===== config.mk =====
export PLATFORM = sky130hd
export DESIGN_NAME = bht_predictor
export DESIGN_NICKNAME = d
export VERILOG_FILES = /design/src/rtl/bht_predictor.sv
export SDC_FILE = /design/constraint.sdc
export NUM_CORES = 1
export LEC_CHECK = 0
export CAP_MARGIN = 20
export CORE_UTILIZATION = 39
export CTS_CLUSTER_DIAMETER = 100
export DETAILED_ROUTE_END_ITERATION = 8
export SYNTH_ARGS = -nofsm -noshare
export SYNTH_HDL_FRONTEND = slang
export SYNTH_SLANG_ARGS = --single-unit

===== constraint.sdc =====
create_clock -name clk -period 7.7 [get_ports clk]
set_clock_uncertainty 0.1 [all_clocks]
set_input_delay 1.54 -clock clk [delete_from_list [all_inputs] [get_ports clk]]
set_output_delay 1.54 -clock clk [all_outputs]
set_load 0.01 [all_outputs]

===== src/rtl/bht_predictor.sv =====
// Branch history table of saturating counters indexed by fetch PC, trained by resolved branches.
// Optional gshare hashing of the index with a global history register when BHT_GSHARE_EN is defined.
module bht_predictor #(
  parameter int PC_W   = 32,
  parameter int IDX_W  = 6,
  parameter int CNT_W  = 2,
  parameter int HIST_W = 6
) (
  input  logic             clk,
  input  logic             reset,
  input  logic             lookup_valid,
  input  logic [PC_W-1:0]  lookup_pc,
  output logic             pred_valid,
  output logic             pred_taken,
  output logic [IDX_W-1:0] pred_idx,
  input  logic             upd_valid,
  input  logic [IDX_W-1:0] upd_idx,
  input  logic             upd_taken,
  output logic             ready
);

  localparam int               ENTRIES     = 1 << IDX_W;
  localparam logic [CNT_W-1:0] CNT_MAX     = '1;
  localparam logic [CNT_W-1:0] CNT_WEAK_NT = CNT_W'((1 << (CNT_W - 1)) - 1);
  localparam logic [IDX_W-1:0] IDX_LAST    = '1;

  typedef enum logic {
    S_INIT,
    S_READY
  } state_t;

  state_t           state;
  state_t           state_next;
  logic [IDX_W-1:0] init_ptr;
  logic [IDX_W-1:0] init_ptr_next;

  logic [CNT_W-1:0] table_mem [ENTRIES];
  logic [CNT_W-1:0] upd_cur;
  logic [CNT_W-1:0] upd_new;

  logic [IDX_W-1:0] pc_idx;
  logic [IDX_W-1:0] lookup_idx;
  logic             lookup_fire;
  logic             upd_fire;
  logic             unused_pc;

  always_ff @(posedge clk) begin
    if (reset) begin
      state    <= S_INIT;
      init_ptr <= '0;
    end else begin
      state    <= state_next;
      init_ptr <= init_ptr_next;
    end
  end

  // INIT sweeps the table one entry per cycle before any lookup or update is honoured.
  always_comb begin
    state_next    = state;
    init_ptr_next = init_ptr;
    case (state)
      S_INIT: begin
        init_ptr_next = init_ptr + IDX_W'(1);
        if (init_ptr == IDX_LAST) begin
          state_next = S_READY;
        end
      end
      S_READY: begin
        state_next = S_READY;
      end
      default: begin
        state_next = S_INIT;
      end
    endcase
  end

  assign ready       = (state == S_READY);
  assign lookup_fire = ready && lookup_valid;
  assign upd_fire    = ready && upd_valid;

  assign pc_idx    = lookup_pc[IDX_W+1:2];
  assign unused_pc = ^{lookup_pc[PC_W-1:IDX_W+2], lookup_pc[1:0]};

`ifdef BHT_GSHARE_EN
  logic [HIST_W-1:0] ghr;
  logic [IDX_W-1:0]  ghr_idx;

  // History is zero-extended or truncated to the index width before hashing.
  if (HIST_W >= IDX_W) begin : g_ghr_trunc
    assign ghr_idx = ghr[IDX_W-1:0];
  end else begin : g_ghr_ext
    assign ghr_idx = {{(IDX_W - HIST_W){1'b0}}, ghr};
  end

  always_ff @(posedge clk) begin
    if (reset) begin
      ghr <= '0;
    end else if (upd_fire) begin
      ghr <= HIST_W'({ghr, upd_taken});
    end
  end

  assign lookup_idx = pc_idx ^ ghr_idx;
`else
  logic [HIST_W-1:0] unused_hist;

  assign unused_hist = '0;
  assign lookup_idx  = pc_idx;
`endif

  assign upd_cur = table_mem[upd_idx];

  // Saturating step: never wraps past either end of the counter range.
  always_comb begin
    upd_new = upd_cur;
    if (upd_taken) begin
      if (upd_cur != CNT_MAX) begin
        upd_new = upd_cur + CNT_W'(1);
      end
    end else begin
      if (upd_cur != '0) begin
        upd_new = upd_cur - CNT_W'(1);
      end
    end
  end

  always_ff @(posedge clk) begin
    if (!reset) begin
      if (state == S_INIT) begin
        table_mem[init_ptr] <= CNT_WEAK_NT;
      end else if (upd_fire) begin
        table_mem[upd_idx] <= upd_new;
      end
    end
  end

  // Reads the pre-update counter, so a same-cycle update to this index is seen next cycle.
  always_ff @(posedge clk) begin
    if (reset) begin
      pred_valid <= 1'b0;
      pred_taken <= 1'b0;
      pred_idx   <= '0;
    end else begin
      pred_valid <= lookup_fire;
      if (lookup_fire) begin
        pred_taken <= table_mem[lookup_idx][CNT_W-1];
        pred_idx   <= lookup_idx;
      end
    end
  end

endmodule


# --- Word level (Yosys, flattened, before mapping) ---
# Memories as Yosys holds them, arrays and structs flattened. A register that Yosys moved wholly into a read port is not among the register bits.
# Index checks and enable logic that the tools add are counted.
op_classes:
  muxes: 15
  reduce_logical: 4
  n_bitwise: 1
  n_addsub: 3
  n_eq_ne: 2
ops:
  columns: ["cell", "n"]
  rows:
  - ["1-bit 2-to-1 mux", 9]
  - ["2-bit 2-to-1 mux", 4]
  - ["6-bit by 1-bit adder with 6-bit output (second input constant)", 1]
  - ["6-bit equality test (second input constant)", 1]
  - ["6-bit 2-to-1 mux", 1]
  - ["2-bit by 1-bit adder with 2-bit output (second input constant)", 1]
  - ["1-bit logical AND", 2]
  - ["2-bit inequality test (second input constant)", 1]
  - ["1-bit case mux with 2 select lines", 1]
  - ["2-bit nonzero test", 1]
  - ["2-bit OR reduction", 1]
  - ["2-bit by 1-bit subtractor with 2-bit output (second input constant)", 1]
  - ["1-bit inverter", 1]
totals:
  in_bits: 43
  register_bits: 14
  mem_count: 1
  out_inout_bits: 9
  ram_bits: 128
mem_list:
  columns: ["memory", "words", "width", "read_ports", "rd_clocked_by_memory_dff", "wr", "line_no", "text"]
  rows:
  - ["table_mem", 64, 2, 2, 1, 1, "37", "logic [CNT_W-1:0] table_mem [ENTRIES];"]

# --- Logic depth before layout (Yosys ltp) ---
# Gate-level depths: netlist of the first run.
logic_depth:
  depth_word: 7
  mapped_depth: 9
  mapped_depth_nobuf: 6

# --- Least setup slack after synthesis of the first run ---
# OpenSTA, ideal clock, no wires.
synth_timing:
  kind: "input to register"
  start: "input port upd_idx[0]"
  end: "memory table_mem[0][0] (data pin)"
  setup_slack_ps: 1249
  path_stages: 8
  n_path_buf: 2
  arrival_time_ps: 5650
  setup_ps: 702
  path_cell_list: "buf_4 buf_4 mux4_2 o32ai_1 a2111oi_0 a221oi_1 a21oi_1 o21ai_0"
synth_between:
  elab_chain_len: 5
  elab_cells_between_ends: 9
  classes_between: "add/sub: 2; eq/ne: 1; mux: 4; reduce/logical: 1; memory: 1"
synth_lines:
  columns: ["item", "line_no", "text"]
  rows:
  - ["start: declaration", "17", "input logic [IDX_W-1:0] upd_idx,"]
  - ["memory 64 x 2 bit (*)", null, null]
  - ["2-bit by 1-bit subtractor with 2-bit output (tied with other cells)", "122", "upd_new = upd_cur - CNT_W'(1);"]
  - ["2-bit 2-to-1 mux, on equally long branches", "121, 117", null]
  - ["2-bit 2-to-1 mux (*)", "116", "if (upd_taken) begin"]
  - ["2-bit 2-to-1 mux (no source line) (*)", null, null]
  - ["end: declaration", "37", null]
# Every way passes the cells marked *; elsewhere a longest branch is shown, timed or not.

# --- Final worst setup path of the first run ---
layout_timing:
  start: "input port upd_idx[2]"
  end: "memory table_mem[16][1] (data pin)"
# The elaborated chain is that of the path after synthesis.

==> impl_metrics.yaml, run 1 <==
critical_path:
  cp-start-kind: "input pin"
  critPathMaxStageDelay_ps: 1000
  cp_slowest_cell: "clkdlybuf4s50_1"
  crit_chain: "clkdlybuf4s50_1, buf_4, nand2b_1, o22ai_1, a2111oi_0, a32oi_1, maj3_1, nor2_4, buf_4"
  crit_fanout: 33
  critPathRequiredTime_ps: 7810
  end_kind: "register"
  cp_common_cell: "buf_4"
  path_class: "input pin to register"
  cp_top_family: "buffers and inverters"
  cp.arrival_ps: 5620
  cp_num_buf_inv: 3
place:
  placed_cell_area_mm2: 0.00711
  placed_cells_incl_taps: 671
  port_buffers: 25
  place_congestion: 0.817
  dp_hpwl_um: 9970
yosys:
  yosysSeqAreaShare_pct: 62.1
  synth.avg_cell_area_um2: 14.9
  synth_ff_type: "edfxtp_1"
  async_reset_ff_share_pct: 0
  synth_cell_types: 52
  synth.top_cell.area_share_pct: 57.6
  ys_warn_count: 0
  synth_largest_area_cell: "edfxtp_1"
  synthTopCellsByArea: "edfxtp_1 (58%), mux4_2 (14%), nor2_1 (4.8%)"
  ys_seq_elements: 143
  syn_area_mm2: 0.00668
  netlist_instances: 447
  synth_edf_count: 128
  syn-num-nets: 491
clocking:
  cts_tree: "built"
  clock-sinks: 143
  hold_buffers: 0
  post_cts_buffers: 0
  cts_resized: 0
  cts_buffers: 17
  cts-root-buf: "clkbuf_16"
  clock_latency_ps: 430
  path_clk_slew_ps: 60
  cts.path.max_buffers: 2
  ctsHtreeMaxLevel: 4
finish:
  area_delta_synth_final_pct: 15.4
  fill_cells: 1431
  drive_gt1_share_pct: 19.0
  antennaDiodeCount: 0
  final_cell_area_mm2: 0.00770
  nets: 515
  stdcell_count: 704
  fin_util_pct: 46.3
detailed_routing:
  vias: 4037
  drtAntennaViolNets: 0
  wl_per_cell_um: 21.5
  vias_per_cell: 5.73
  drc: 0
  dr.pass1.iters: 5
  routed_wl_um: 15100
  drt_iter0_markers: 361
die:
  die_w_um: 133
  die_h_um: 133
  ioPinCount: 52
  rows: 47
  fp.coreArea_mm2: 0.0166
  start_util_pct: 40.1
  dieArea_mm2: 0.0176
global_routing:
  grt_pass1_vias: 4112
  gr-total-overflow: 0
  grt_pass1_wl_um: 23700
  grt_max_degree: 35
  track_usage_pct: 18.7
  grt_antenna_before_repair: 0
sta:
  finalHoldViolCount: 0
  fin_crit_sh_pct: 71.6
  finalSetupViolCount: 0
  rsz0062_at_grt: "false"
  drv_slew: 0
  finalSetupTns_ps: 0
  maxSlewHeadroom_pct: 28.2
  worst-slew-pin-transition_ps: 1070
  fmax_mhz: 181
  min_period_ps: 5510
power_and_ir_drop:
  vdd_drop_max_uv: 152
  total_power_mw: 1.74
  power_density_mw_per_mm2: 226
  p_leak_nw: 2.63
min_path:
  min_path_type: "register to register"
flow_run:
  max_cap_viol_count: 0
status:
  status: "completed"
worst paths after layout:
check	from	endpoint	slack [ps]	cells past startpoint
worst max-delay path	upd_idx[2]	table_mem[16][1]	2190	9
worst min-delay path	pred_idx[2]	pred_idx[2]	360	2
worst max register to register	table_mem[23][0]	table_mem[47][0]	4380	7
worst min register to register	pred_idx[2]	pred_idx[2]	360	2
synth_stat cells (2+ instances only):
cell	count
a2111oi_0	3
a21oi_1	9
a22oi_1	2
a31o_2	3
buf_1	2
buf_2	6
buf_4	4
clkbuf_1	12
dfxtp_1	15
edfxtp_1	128
inv_1	4
mux2i_1	9
mux4_1	10
mux4_2	41
nand2_1	31
nand2b_1	8
nand3_1	16
nor2_1	85
nor2b_1	4
nor3_1	4
o21a_1	3
o21ai_0	6
o22a_1	2
o22ai_1	3
o31ai_1	4
o32ai_1	2
or2_2	2
or3_1	3
xor2_1	3
power breakdown:
group / internal, mW / switching (mW) / total (mW)
Combinational: 0.0387 / 0.0535 / 0.0923
Clock: 0.480 / 0.330 / 0.810
Sequential: 0.835 / 0.00336 / 0.839
Total: 1.35 / 0.386 / 1.74
metal layers:
layer	up-vias	global-route usage, %	wire length, um
li1	1809	-	-
met1	2064	25.1	6670
met2	145	29.5	7310
met3	19	3.64	869
met4	0	8.37	301
met5	-	0	0
cell families (layout without fill, tap and decap cells):
| group | after synthesis | count (layout) | synth area share, % |
|---|---|---|---|
| flip-flops | 143 | 143 | 62.1 |
| adder cells (fa/ha/maj) | 2 | 2 | 0.337 |
| multiplexers | 61 | 61 | 19.3 |
| buffers and inverters | 31 | 68 | 2.46 |
| AO/OA/AOI/OAI | 47 | 47 | 4.97 |
| XOR/XNOR | 4 | 4 | 0.525 |
| AND/OR/NAND/NOR | 159 | 159 | 10.3 |
worst register-to-register path, stage by stage, from the launching register on:
cell	delay (ps)
edfxtp_1	360
mux4_2	460
o32ai_1	250
a2111oi_0	140
a221oi_1	530
a21oi_1	190
o21ai_4	620
buf_4	430
final cells by class:
| type | instances | area (um2) | share of cell area (%) |
|---|---|---|---|
| timing repair buffer | 32 | 297 | 3.85 |
| multi-input combinational | 273 | 2390 | 31.0 |
| sequential | 143 | 4140 | 53.8 |
| clock buffer | 17 | 425 | 5.52 |
| clock inverter | 15 | 159 | 2.06 |
| inverter | 4 | 15.0 | 0.195 |
| tap | 220 | 275 | 3.57 |
metrics by stage:
step	setup slack, ps	hold slack (ps)
floorplan	1250	381
global placement	1890	345
detailed placement	1830	357
CTS	2240	365
global route	1960	382
finish	2190	361
sequential cells by signal, summed over array words and instances, names as in the netlist:
signal      count
ready           1
table_mem     128
init_ptr        6
pred_idx        6
pred_valid      1
pred_taken      1
cells in the final DEF (no fill, tap or decap), types with 5 or more instances in the layout:
| cell type | synthesis | final |
|---|---|---|
| nand2_1 | 31 | 31 |
| mux4_2 | 41 | 41 |
| clkdlybuf4s50_1 | 0 | 23 |
| a21oi_1 | 9 | 9 |
| nand2b_1 | 8 | 8 |
| clkbuf_16 | 0 | 17 |
| buf_4 | 4 | 6 |
| nand3_1 | 16 | 16 |
| mux2i_1 | 9 | 9 |
| nor2_1 | 85 | 84 |
| o21ai_0 | 6 | 5 |
| dfxtp_1 | 15 | 15 |
| edfxtp_1 | 128 | 128 |
| inv_6 | 0 | 5 |
| mux4_1 | 10 | 10 |
No activity file was read; power rests on OpenSTA's default activity.
==> run 2: changes to the inputs <==
- clock period: 7.7 -> 4.48 ns (I/O delays scaled with it)
==> run 2 against run 1 <==
Compared with the run above: die area is the same; worst hold slack lost 0.55 ps; worst setup slack lost 1300 ps; global-route usage grew 0.55 points; non-clock buffer count grew 6; clock power grew 62%; combinational power grew 76%; register-to-register slack lost 3000 ps; routed wire length grew 3.5%; flip-flop and latch count is the same; critical path type unchanged; largest power group unchanged.
==> impl_metrics.yaml, run 2 (synthesis results as in run 1) <==
critical_path:
  r2r_end: "table_mem[8][1]"
  cp_slowest_cell: "buf_2"
  r2r_cells: 6
  critPathMaxStageDelay_ps: 640
  crit_fanout: 48
  cp-endpoint: "table_mem[53][1]"
  critPathRequiredTime_ps: 4620
  cp.arrival_ps: 3780
  crit_chain: "buf_2, buf_4, inv_1, a31o_2, o311ai_0, a32oi_1, maj3_1, nor2_4, buf_12"
  path_class: "input pin to register"
  end_kind: "register"
  startpoint: "upd_idx[0]"
  reg2reg_from: "ready"
  reg2reg_slack_ps: 1410
  cp-start-kind: "input pin"
power_and_ir_drop:
  power_density_mw_per_mm2: 377
  total_power_mw: 2.92
  vdd_drop_max_uv: 268
  p_leak_nw: 2.64
finish:
  stdcell_count: 710
  reg_top3: "table_mem (128), init_ptr (6), pred_idx (6)"
  area_delta_synth_final_pct: 16.0
  nets: 521
  drive_gt1_share_pct: 19.6
  antennaDiodeCount: 0
  fill_cells: 1451
  final_cell_area_mm2: 0.00774
  final_common_cell: "edfxtp_1"
  final_cell_mix: "edfxtp_1 (128), nor2_1 (84), mux4_2 (41)"
  regMostFlops: "table_mem"
  largest_reg_flops: 128
  fin_util_pct: 46.5
sta:
  finalHoldViolCount: 0
  setup_ws_ps: 844
  worst-slew-pin-transition_ps: 853
  finalSetupTns_ps: 0
  maxSlewHeadroom_pct: 41.7
  finalSetupViolCount: 0
  timing.hold.ws_ps: 361
  min_period_ps: 3640
  drv_slew: 0
  rsz0062_at_grt: "false"
  fmax_mhz: 275
  fin_crit_sh_pct: 81.2
detailed_routing:
  dr.pass1.iters: 5
  vias_per_cell: 5.74
  vias: 4074
  wl_per_cell_um: 22.1
  drt_iter0_markers: 402
  drc: 0
  routed_wl_um: 15700
  drtAntennaViolNets: 0
clocking:
  hold_buffers: 0
  clock_latency_ps: 430
  path_clk_slew_ps: 60
  cts.path.max_buffers: 2
  ctsHtreeMaxLevel: 4
  cts_tree: "built"
  cts-root-buf: "clkbuf_16"
  cts_buffers: 17
  clock-sinks: 143
  cts_resized: 0
  post_cts_buffers: 0
status:
  status: "completed"
place:
  dp_hpwl_um: 10400
  port_buffers: 25
  dp_slack_ps: 360
  place_congestion: 0.862
  placed_cells_incl_taps: 678
  placed_cell_area_mm2: 0.00720
global_routing:
  grt_max_degree: 65
  gr-total-overflow: 0
  track_usage_pct: 19.2
  grt_pass1_wl_um: 24500
  grt_antenna_before_repair: 1
  grt_pass1_vias: 4176
die:
  die_w_um: 133
  ioPinCount: 52
  fp.coreArea_mm2: 0.0166
  rows: 47
  dieArea_mm2: 0.0176
  start_util_pct: 40.1
  die_h_um: 133
min_path:
  whs_path_depth: 2
  min_path_type: "register to register"
flow_run:
  max_cap_viol_count: 0
[run 2: changes by cell type in the layout (fill, tap and decap cells not counted), sizes merged]
cell,before,now
buf,9,15
inv,9,6
clkbuf,17,18
bufinv,2,1
clkinv,6,5
clkinvlp,2,6
[run 2: layout make-up]
cell class	count	area [um2]	area share, %
flip-flops and latches	143	4140	53.5
multi-input cells	273	2390	30.8
clock buffers	18	429	5.54
repair buffers	38	375	4.85
well taps	220	275	3.55
clock inverters	14	119	1.53
inverters	4	15.0	0.194
[run 2: worst min path at each step]
stage	slack [ps]	endpoint	start
after detailed placement	360	pred_idx[4]	pred_idx[4]
after global placement	350	pred_idx[1]	pred_idx[1]
final	360	pred_idx[2]	pred_idx[2]
after floorplan	380	pred_idx[0]	pred_idx[0]
after global routing	390	pred_idx[3]	pred_idx[3]
after CTS	360	pred_idx[4]	pred_idx[4]
[run 2: critical path: cells and delay by family]
kind / cells / cell delay, ps
and+or+nand+nor: 1 / 130
adders and majority gates: 1 / 400
buffers and inverters: 4 / 1280
AOI/OAI and AO/OA: 3 / 1030
[run 2: per-layer routing]
metal	up-vias	track usage [%]	share of wire (%)
met5	-	0	0
met2	155	30.9	49
li1	1818	-	-
met3	28	4.94	6.9
met4	0	8.30	2.6
met1	2073	24.7	42
[run 2: where the power goes]
group          total (mW)  switching [mW]  internal [mW]
registers            1.44         0.00591           1.44
clock network        1.31           0.554          0.759
logic               0.162          0.0912         0.0705
total                2.92           0.651           2.27
==> run 3: changes to the inputs <==
- clock period: 4.48 -> 3.7 ns (I/O delays scaled with it)
==> run 3 against run 2 <==
Compared with the run above: sequential share of layout area fell by 0.64 points; via count about the same; non-clock buffer count rose by 9; worst hold slack got worse by 8.3 ps; sequential power rose by 22%; clock-buffer cell count is 3 higher; clock power is 15% higher; total power increased by 19%; routed wire length rose by 0.69%; critical path type unchanged; largest cell class unchanged.
==> impl_metrics.yaml, run 3 (synthesis results as in run 1) <==
global_routing:
  track_usage_pct: 19.4
  grt_antenna_before_repair: 0
  gr-total-overflow: 0
  grt_pass1_vias: 4236
  grt_max_degree: 49
  grt_pass1_wl_um: 24900
critical_path:
  crit_fanout: 32
  critPathRequiredTime_ps: 3860
  reg2reg_slack_ps: 1070
  path_depth: 9
  end_kind: "register"
  crit_chain: "clkdlybuf4s50_1, buf_12, mux2i_1, a31o_2, o311ai_0, a32oi_1, maj3_1, nor2_4, buf_12"
  reg2reg_from: "table_mem[22][0]"
  cp_num_buf_inv: 3
  cp-endpoint: "table_mem[24][1]"
  cp_slowest_cell: "o311ai_0"
  r2r_cells: 7
  r2r_end: "table_mem[24][1]"
  path_class: "input pin to register"
  critPathMaxStageDelay_ps: 580
  cp-start-kind: "input pin"
  cp_common_cell: "buf_12"
  startpoint: "upd_idx[2]"
  cp.arrival_ps: 3370
  cp_top_family: "compound AO/OA/AOI/OAI gates"
detailed_routing:
  vias: 4076
  dr.pass1.iters: 5
  drc: 0
  wl_per_cell_um: 22.0
  drt_iter0_markers: 333
  drtAntennaViolNets: 0
  vias_per_cell: 5.68
  routed_wl_um: 15800
sta:
  fin_crit_sh_pct: 86.8
  maxSlewHeadroom_pct: 53.7
  drv_slew: 0
  finalSetupTns_ps: 0
  worst-slew-pin-transition_ps: 685
  rsz0062_at_grt: "false"
  finalSetupViolCount: 0
  fmax_mhz: 311
  min_period_ps: 3210
  finalHoldViolCount: 0
finish:
  nets: 530
  drive_gt1_share_pct: 19.9
  final_cell_mix: "edfxtp_1 (128), nor2_1 (84), mux4_2 (41)"
  stdcell_count: 717
  antennaDiodeCount: 0
  area_delta_synth_final_pct: 17.4
  reg_top3: "table_mem (128), init_ptr (6), pred_idx (6)"
  largest_reg_flops: 128
  final_common_cell: "edfxtp_1"
  regMostFlops: "table_mem"
clocking:
  hold_buffers: 0
  cts_buffers: 17
  cts.path.max_buffers: 2
  ctsHtreeMaxLevel: 4
  path_clk_slew_ps: 50
  clock_latency_ps: 420
  post_cts_buffers: 0
  cts-root-buf: "clkbuf_16"
  cts_resized: 0
  cts_tree: "built"
  clock-sinks: 143
power_and_ir_drop:
  p_leak_nw: 2.70
  clock_power_share_pct: 43.6
  intPower_mw: 2.74
  p_comb_share_pct: 6.0
  power_density_mw_per_mm2: 442
  p_seq_share_pct: 50.4
  p_switching_mw: 0.729
  switching_share_pct: 21.0
  vdd_drop_max_uv: 316
min_path:
  min_path_type: "register to register"
die:
  ioPinCount: 52
  die_w_um: 133
  start_util_pct: 40.1
  rows: 47
  die_h_um: 133
  fp.coreArea_mm2: 0.0166
  dieArea_mm2: 0.0176
flow_run:
  max_cap_viol_count: 0
place:
  placed_cells_incl_taps: 687
  dp_hpwl_um: 10700
  port_buffers: 25
  place_congestion: 0.857
status:
  status: "completed"
[run 3: changes by cell type in the layout (fill, tap and decap cells not counted)]
| cell | change |
|---|---|
| buf_12 | +5 |
| buf_4 | +4 |
| clkbuf_1 | +3 |
| clkinv_1 | +1 |
| clkinv_2 | +1 |
| clkinv_4 | -1 |
| clkinvlp_4 | -4 |
| inv_6 | -2 |
[run 3: layout make-up]
| type | count | area (um2) |
|---|---|---|
| fill | 1454 | 8800 |
| sequential | 143 | 4140 |
| multi-input combinational | 273 | 2390 |
| timing repair buffer | 47 | 505 |
| clock buffer | 21 | 440 |
| tap | 220 | 275 |
| clock inverter | 9 | 71.3 |
| inverter | 4 | 15.0 |
[run 3: worst min path at each step]
stage / from / to / slack, ps / cells after the start
global placement: pred_idx[5] / pred_idx[5] / 350 / 2
detailed placement: pred_idx[4] / pred_idx[4] / 350 / 2
CTS: pred_idx[4] / pred_idx[4] / 360 / 2
finish: pred_idx[4] / pred_idx[4] / 350 / 2
global route: pred_idx[5] / pred_idx[5] / 390 / 2
floorplan: pred_idx[0] / pred_idx[0] / 380 / 2
[run 3: power groups by stage]
stage | clock network (mW) | registers (mW) | logic [mW]
after floorplan | 0 | 1.78 | 0.134
after global placement | 0 | 1.78 | 0.207
after detailed placement | 0 | 1.78 | 0.209
after CTS | 1.53 | 1.75 | 0.210
after global routing | 1.59 | 1.75 | 0.224
final | 1.51 | 1.75 | 0.209
[run 3: tightest hold or removal path, delay by kind of cell, from the launching register on]
| family | cells | cell delay [ps] |
|---|---|---|
| flip-flops | 1 | 300 |
| AND/OR/NAND/NOR | 1 | 50 |
| AO/OA/AOI/OAI | 1 | 50 |
[run 3: layer usage]
layer | wire length [um] | track usage, % | vias up
li1 | - | - | 1835
met1 | 6800 | 25.9 | 2076
met2 | 7590 | 30.6 | 139
met3 | 1040 | 4.41 | 26
met4 | 346 | 8.05 | 0
met5 | 0 | 0 | -
[run 3: stage by stage]
stage | power, mW | hold slack, ps | utilization (%) | setup slack (ps) | area [um2]
detailed placement | 1.99 | 348 | 44.0 | 105 | 7330
floorplan | 1.91 | 381 | - | 264 | 6690
finish | 3.47 | 352 | 47.1 | 489 | 7840
global placement | 1.99 | 346 | 44.0 | 117 | 7330
global route | 3.56 | 386 | 47.1 | 353 | 7840
CTS | 3.49 | 356 | 47.1 | 534 | 7840
